--- config.mk ---
export PLATFORM = sky130hd
export DESIGN_NAME = enq_pkt_desc_arb
export DESIGN_NICKNAME = d
export VERILOG_FILES = /design/src/rtl/enq_pkt_desc_arb.sv
export SDC_FILE = /design/constraint.sdc
export NUM_CORES = 1
export LEC_CHECK = 0
export CORE_UTILIZATION = 33
export DETAILED_ROUTE_END_ITERATION = 8
export GPL_ROUTABILITY_DRIVEN = 0
export GPL_TIMING_DRIVEN = 0
export PLACE_DENSITY = 0.78
export SKIP_CTS_REPAIR_TIMING = 1
export SLEW_MARGIN = 10
export SYNTH_ARGS = -nofsm -noshare
export SYNTH_HDL_FRONTEND = slang
export SYNTH_SLANG_ARGS = --single-unit
--- constraint.sdc ---
create_clock -name clk -period 2.45 [get_ports clk]
set_clock_uncertainty 0.05 [all_clocks]
set_input_delay 0.3675 -clock clk [delete_from_list [all_inputs] [get_ports clk]]
set_output_delay 0.3675 -clock clk [all_outputs]
set_load 0.1 [all_outputs]
--- src/rtl/enq_pkt_desc_arb.sv ---
// Weighted round-robin scheduler draining NUM_SRC descriptor FIFOs into one downstream FIFO.
// Optional per-source issue counters and stat_sel/stat_cnt ports under `ENQ_PKT_DESC_ARB_STATS_EN.
module enq_pkt_desc_arb #(
  parameter int NUM_SRC   = 4,
  parameter int SRC_NBITS = 2,
  parameter int WT_NBITS  = 4,
  parameter int DESC_W    = 32
) (
  input  logic                              clk,
  input  logic                              rst,
  input  logic [NUM_SRC-1:0]                src_empty,
  input  logic [NUM_SRC-1:0][DESC_W-1:0]    src_desc,
  output logic [NUM_SRC-1:0]                src_rd,
  input  logic                              out_full,
  input  logic                              out_fullm1,
  output logic                              out_wr,
  output logic [DESC_W-1:0]                 out_desc,
  output logic [SRC_NBITS-1:0]              out_src,
  input  logic [NUM_SRC*WT_NBITS-1:0]       cfg_quota,
`ifdef ENQ_PKT_DESC_ARB_STATS_EN
  input  logic [SRC_NBITS-1:0]              stat_sel,
  output logic [31:0]                       stat_cnt,
`endif
  output logic                              arb_busy
);

  typedef enum logic {ST_IDLE = 1'b0, ST_BURST = 1'b1} state_e;

  state_e                state_q, state_d;
  logic [SRC_NBITS-1:0]  cur_src_q, cur_src_d, last_src_q, last_src_d;
  logic [WT_NBITS-1:0]   quota_q, quota_d, burst_cnt_q, burst_cnt_d;
  logic                  out_wr_q, out_wr_d;
  logic [DESC_W-1:0]     out_desc_q, out_desc_d;
  logic [SRC_NBITS-1:0]  out_src_q, out_src_d;

  logic [NUM_SRC-1:0]    elig_s;
  logic                  found_s, space_s, issue_s;
  logic [SRC_NBITS-1:0]  pick_s, idx_s;
  logic [SRC_NBITS:0]    sum_s;
  logic [WT_NBITS-1:0]   cnt_inc_s, cur_cfg_s;

  function automatic logic [WT_NBITS-1:0] quota_of(input logic [NUM_SRC*WT_NBITS-1:0] q, input int i);
    return q[i*WT_NBITS +: WT_NBITS];
  endfunction

  // Search from last_src+1 with wrap; walking downward lets the nearest eligible source win.
  always_comb begin
    elig_s  = '0;
    found_s = 1'b0;
    pick_s  = '0;
    sum_s   = '0;
    idx_s   = '0;
    for (int i = 0; i < NUM_SRC; i++) begin
      elig_s[i] = ~src_empty[i] & (quota_of(cfg_quota, i) != '0);
    end
    for (int k = NUM_SRC; k >= 1; k--) begin
      sum_s   = {1'b0, last_src_q} + (SRC_NBITS+1)'(k);
      sum_s   = (sum_s >= (SRC_NBITS+1)'(NUM_SRC)) ? sum_s - (SRC_NBITS+1)'(NUM_SRC) : sum_s;
      idx_s   = sum_s[SRC_NBITS-1:0];
      pick_s  = elig_s[idx_s] ? idx_s : pick_s;
      found_s = found_s | elig_s[idx_s];
    end
  end

  // Grant/burst sequencing; the in-flight registered write counts against downstream space.
  always_comb begin
    state_d     = state_q;
    cur_src_d   = cur_src_q;
    last_src_d  = last_src_q;
    quota_d     = quota_q;
    burst_cnt_d = burst_cnt_q;
    out_wr_d    = 1'b0;
    out_desc_d  = out_desc_q;
    out_src_d   = out_src_q;
    src_rd      = '0;
    issue_s     = 1'b0;
    space_s     = ~out_full & ~(out_fullm1 & out_wr_q);
    cnt_inc_s   = burst_cnt_q + WT_NBITS'(1);
    cur_cfg_s   = quota_of(cfg_quota, int'(cur_src_q));
    case (state_q)
      ST_IDLE: begin
        if (found_s) begin
          cur_src_d   = pick_s;
          quota_d     = quota_of(cfg_quota, int'(pick_s));
          burst_cnt_d = '0;
          state_d     = ST_BURST;
        end else begin
          state_d     = ST_IDLE;
        end
      end
      ST_BURST: begin
        issue_s = ~rst & ~src_empty[cur_src_q] & space_s & (burst_cnt_q < quota_q);
        if (issue_s) begin
          src_rd[cur_src_q] = 1'b1;
          out_wr_d          = 1'b1;
          out_desc_d        = src_desc[cur_src_q];
          out_src_d         = cur_src_q;
          burst_cnt_d       = cnt_inc_s;
        end else begin
          burst_cnt_d       = burst_cnt_q;
        end
        // A quota dropped to zero ends the burst now; other quota edits wait for the next grant.
        if (src_empty[cur_src_q] || (issue_s && (cnt_inc_s == quota_q)) || (cur_cfg_s == '0)) begin
          last_src_d = cur_src_q;
          state_d    = ST_IDLE;
        end else begin
          state_d    = ST_BURST;
        end
      end
      default: state_d = ST_IDLE;
    endcase
  end

  // State and registered downstream write port.
  always_ff @(posedge clk) begin
    if (rst) begin
      state_q     <= ST_IDLE;
      cur_src_q   <= '0;
      last_src_q  <= SRC_NBITS'(NUM_SRC-1);
      quota_q     <= '0;
      burst_cnt_q <= '0;
      out_wr_q    <= 1'b0;
      out_desc_q  <= '0;
      out_src_q   <= '0;
    end else begin
      state_q     <= state_d;
      cur_src_q   <= cur_src_d;
      last_src_q  <= last_src_d;
      quota_q     <= quota_d;
      burst_cnt_q <= burst_cnt_d;
      out_wr_q    <= out_wr_d;
      out_desc_q  <= out_desc_d;
      out_src_q   <= out_src_d;
    end
  end

  assign out_wr   = out_wr_q;
  assign out_desc = out_desc_q;
  assign out_src  = out_src_q;
  assign arb_busy = (state_q == ST_BURST);

`ifdef ENQ_PKT_DESC_ARB_STATS_EN
  logic [31:0] stat_q [NUM_SRC];
  logic [31:0] stat_d [NUM_SRC];
  logic [31:0] stat_cnt_q, stat_cnt_d;

  // Saturating per-source issue counters and registered readback mux.
  always_comb begin
    for (int i = 0; i < NUM_SRC; i++) begin
      stat_d[i] = (issue_s && (cur_src_q == SRC_NBITS'(i)) && (stat_q[i] != 32'hFFFF_FFFF)) ?
                  stat_q[i] + 32'd1 : stat_q[i];
    end
    stat_cnt_d = (int'(stat_sel) < NUM_SRC) ? stat_q[stat_sel] : 32'd0;
  end

  // Counter registers.
  always_ff @(posedge clk) begin
    if (rst) begin
      for (int i = 0; i < NUM_SRC; i++) begin
        stat_q[i] <= 32'd0;
      end
      stat_cnt_q <= 32'd0;
    end else begin
      stat_q     <= stat_d;
      stat_cnt_q <= stat_cnt_d;
    end
  end

  assign stat_cnt = stat_cnt_q;
`endif

endmodule

-- Word level (Yosys, flattened, before mapping)
Index checks and enable logic that the tools add are counted.
- bits in registers: 48
- input bits: 152
- output and inout bits: 40
- add/sub/neg operators: 9
- magnitude comparators: 11
- eq/ne operators: 3
- shift operators: 2
- multiplexer cells: 31
- bitwise operators: 21
- reduce and logical (&&, ||, !) cells: 14
- operators by type and width (cell ; count):
    $bmux 32 s2 ; 1
    $mux 32 ; 1
    $shiftx 16x5->4 ; 2
    $mux 2 ; 8
    $mux 4 ; 4
    $reduce_bool 4->1 ; 4
    $lt 2x3->1 const B ; 5
    $ge 3x3->1 const B ; 4
    $bmux 1 s2 ; 5
    $and 1x1->1 ; 9
    $mux 1 ; 9
    $not 1->1 ; 9
    $pmux 4 s2 ; 1
    $reduce_and 2->1 ; 4
    $sub 2x1->2 const B ; 4
    $add 2x2->3 const B ; 2
    $add 4x1->4 const B ; 1
    $eq 4x4->1 ; 1
    $logic_not 4->1 ; 1
    $lt 4x4->1 ; 1
    $add 2x1->3 const B ; 1
    $add 2x3->3 const B ; 1
    $or 1x1->1 ; 3
    $demux 1 s2 ; 1
    7 further kinds ; 9

-- Logic depth before layout (Yosys ltp)
- depth after elaboration: 11
- mapped depth: 11
- depth with buffers taken out: 9

-- Worst setup path after synthesis
Ideal clock, no wire load.
- kind: register -> output
- start point: register state_q (netlist: arb_busy)
- end point: output src_rd[2]
- data arrival time: 4553 ps
- required time: 2033 ps
- slack: -2521 ps
- stages on the path, launching flop included: 7
- cells stage by stage: dfxtp_1 -> or4b_1 -> a211o_1 -> or2_1 -> buf_6 -> clkbuf_1 -> nor3b_1
- word-level cells in the longest chain between the ends: 1
- ends and longest elaborated chain (element ; RTL line ; text):
    start, declared ; 29 ; state_e state_q, state_d;
    start signal, assigned ; 126 ; state_q <= state_d;
    $mux 4 ; 80 ; case (state_q)
    end, declared ; 13 ; output logic [NUM_SRC-1:0] src_rd,
Every way passes these cells.

-- Worst setup path after layout
- start point: input src_empty[2]
- end point: output src_rd[2]
- word-level cells in the longest chain between the ends: 8
- ends and longest elaborated chain (element ; RTL line ; text):
    start, declared ; 11 ; input logic [NUM_SRC-1:0] src_empty,
    $bmux 1 s2 ; 92 ; issue_s = ~rst & ~src_empty[cur_src_q] & space_s & (burst_cnt_q < quota_q);
    $mux 1 (implied by the code) ; 92 ;
    $not 1->1 ; 92 ;
    $and 1x1->1 (3 in series) ; 92 ;
    $mux 4 ; 93 ; if (issue_s) begin
    $mux 4 ; 80 ;
Every way passes these cells. The select of a mux whose other input is x is not followed.

==> summary.txt <==
Run status
  • Status: finished with violations
  • Failing checks: setup timing

GRT
  • Congestion Overflow GR: 0
  • Largest net degree at the start of global routing: 14
  • Initial antenna violation count: 0
  • First-pass GRT wire length: 15.2 mm
  • GRT Util Overall: 0.220
  • Vias in the first global route: 3142

Setup path
  • Critical path cell sequence: clkdlybuf4s50_1 -> mux4_2 -> a211o_4 -> or2_4 -> buf_6 -> clkbuf_16 -> nor3b_4 -> buf_12
  • CP max stage delay: 0.52 ns
  • Critical Path AT: 2.65 ns
  • Worst setup SP type: primary input
  • Cell family with the largest share of critical-path delay: buffers and inverters
  • Reg2reg path depth: 9
  • CP endpoint kind: output pin
  • Buf/Inv on CP: 4
  • Critical path depth in cells: 8
  • Slowest cell on crit path: mux4_2
  • CP required: 2.03 ns
  • CP Class: in -> out
  • Crit path max fanout: 5

STA
  • Worst setup margin: -0.613 ns
  • Fin Hold WS: 0.348 ns
  • Setup-failing EPs final: 5
  • Worst-Margin Slew: 1.04 ns
  • Setup repair after global routing missed its margin: true
  • Final worst path period need: 3.06 ns
  • Setup_tns: -2.05 ns
  • FMAX: 0.326 GHz
  • Final hold violation count: 0
  • Slew Limit Fails: 0
  • Rel. slew slack: 0.304
  • Final Cycle Share: 1.25

Final layout
  • Fill cell count: 691
  • Layout Nets: 663
  • Finished Core Util: 0.640
  • Antenna Cells: 0
  • Share of layout cells above drive strength 1: 0.185
  • Layout area overhead: 84.5%

Die
  • Initial core utilization: 0.347
  • Chip width: 95.8 um
  • Die Y-Extent: 95.8 um
  • Num rows: 33
  • Die footprint: 9180 um^2
  • Area of the core: 8380 um^2
  • Ports: 192

Synthesis
  • Post-synth EDFFs: 0
  • Netlist cell types: 41
  • Synth Flop Type: dfxtp_1
  • #FFs+latches synth: 48
  • Post-Syn Nets: 456
  • Asr flop ratio synth: 0
  • Syn avg cell area: 9.72 um^2
  • Post-Syn Area: 2910 um^2
  • YS warnings: 0
  • Seq/Total Area, Yosys: 0.331
  • Mapped Cells: 299

Power and ir drop
  • Pwr dens: 420 nW/um^2
  • Net switching power: 709 uW
  • Flop pwr share: 0.376
  • Comb power frac: 0.406
  • VDD IR max: 0.216 mV
  • Leakage power figure: 0.00186 uW
  • P_int: 1540 uW
  • Clock power frac: 0.218
  • Switch share: 0.315

Routing
  • Post-route DRC: 0
  • Vias: 3183
  • Post-route ant nets: 0
  • Vias per cell: 5.20
  • Pre-antenna DRT Iters: 4
  • WL final: 10.3 mm
  • Initial detailed-routing violation count: 100
  • Drt wl/cell: 16.8 um

Clock network
  • H-tree Lvls: 2
  • CTS buffer count: 5
  • Worst-Skew Late Latency: 0.30 ns
  • CTS Buffer Depth: 2
  • Worst-path clk slew: 0.09 ns
  • Root Driver: clkbuf_8
  • TritonCTS clock tree: yes
  • Clock net sink count: 48

Placement
  • DPL Wire Length: 8.50 mm
  • Input/output buffers: 190
  • Setup slack after placement: -1.66 ns

Worst hold path
  • Worst Hold Class: in -> reg
  • Hold path cells: 3

Run
  • Maxcap violations: 0
-- layout by cell type, fill, tap and decap left out, types with 3 or more instances in the layout --
cell             instances
ha_1                     4
a21oi_1                 37
nor2_1                   5
buf_12                   4
buf_4                   11
clkdlybuf4s50_1        184
o21ai_0                  4
mux4_2                  34
buf_6                    6
clkbuf_1                10
nand3_1                  5
o221ai_1                 4
nand2_1                 70
inv_1                    5
dfxtp_1                 45
clkbuf_8                 6
mux2i_1                 10
nor3_1                   4
o21a_1                   3
-- flip-flops by register name, indices dropped and copies added (netlist names) --
register / flops
arb_busy: 1
burst_cnt_q: 4
cur_src_q: 2
last_src_q: 2
out_desc: 32
out_src: 2
out_wr: 1
quota_q: 4
-- worst reg2reg max path, delay by kind of cell, from the launching register on --
kind	cells	cell delay [ns]
buffers and inverters	3	0.33
flip-flops	1	0.34
AND/OR/NAND/NOR	3	1.08
adder cells (fa/ha/maj)	1	0.15
AO/OA/AOI/OAI	2	0.47
-- per-stage QoR --
stage | power, uW | std cells | cell area [um^2]
2_1_floorplan | 1370 | 299 | 2990
3_3_place_gp | 1720 | 594 | 5020
3_5_place_dp | 1740 | 594 | 5020
4_1_cts | 2220 | 602 | 5110
5_1_grt | 2350 | 612 | 5360
6_report | 2250 | 612 | 5360
-- cells by family after synthesis --
family | after synthesis | share of synthesized area
xor gates and xnor gates | 4 | 0.0121
and+or+nand+nor | 105 | 0.159
muxes | 45 | 0.301
DFF | 48 | 0.331
AOI/OAI and AO/OA | 63 | 0.128
buffers and inverters | 29 | 0.0465
adders and majority gates | 5 | 0.0215
-- area by class of cell --
cell class / instances / area (um^2) / area share
repair buffers: 201 / 2030 / 0.379
multi-input cells: 222 / 1970 / 0.367
flip-flops and latches: 48 / 967 / 0.180
plain buffers: 21 / 150 / 0.0280
well taps: 105 / 131 / 0.0245
clock buffers: 8 / 90.1 / 0.0168
inverters: 7 / 26.3 / 0.00490
-- Yosys cell counts (2+ instances only) --
library cell / n / area share
nand2_1: 71 / 0.092
dfxtp_1: 48 / 0.33
a21oi_1: 39 / 0.067
mux4_2: 34 / 0.26
mux2i_1: 11 / 0.038
clkbuf_1: 10 / 0.013
inv_1: 7 / 0.0090
nor2_1: 6 / 0.0078
buf_1: 5 / 0.0065
ha_1: 5 / 0.022
nand3_1: 5 / 0.0086
nor3_1: 5 / 0.0086
nor4_1: 5 / 0.011
o21ai_0: 4 / 0.0069
o221ai_1: 4 / 0.012
a211oi_1: 3 / 0.0078
buf_2: 3 / 0.0052
o21a_1: 3 / 0.0078
o22ai_1: 3 / 0.0065
buf_4: 2 / 0.0052
buf_6: 2 / 0.0078
nor2b_1: 2 / 0.0043
nor3b_1: 2 / 0.0052
xnor2_1: 2 / 0.0060
xor2_1: 2 / 0.0060
-- power groups by stage --
stage                     sequential, uW  combinational (uW)  clock, uW
final                                848                 914        492
after global routing                 854                 978        521
after CTS                            848                 875        500
after detailed placement             866                 873          0
after global placement               865                 857          0
after floorplan                      974                 398          0
-- path summary, 6_finish.rpt --
path                                          startpoint                          end  slack (ns)
worst min-delay path                                 rst   last_src_q[1]$_SDFFE_PP1P_        0.35
worst min register to register  out_desc[3]$_SDFFE_PP0P_     out_desc[3]$_SDFFE_PP0P_        0.41
worst max register to register   quota_q[3]$_SDFFE_PP0P_  burst_cnt_q[3]$_SDFFE_PP0P_       -0.02
worst max-delay path                        src_empty[2]                    src_rd[2]       -0.61
-- per-layer routing --
layer  track usage  share of wire
met1         0.248           0.36
met4        0.0821          0.021
met5             0              0
met3        0.0419          0.061
met2         0.407           0.56
(Power assumes the default switching activity.)
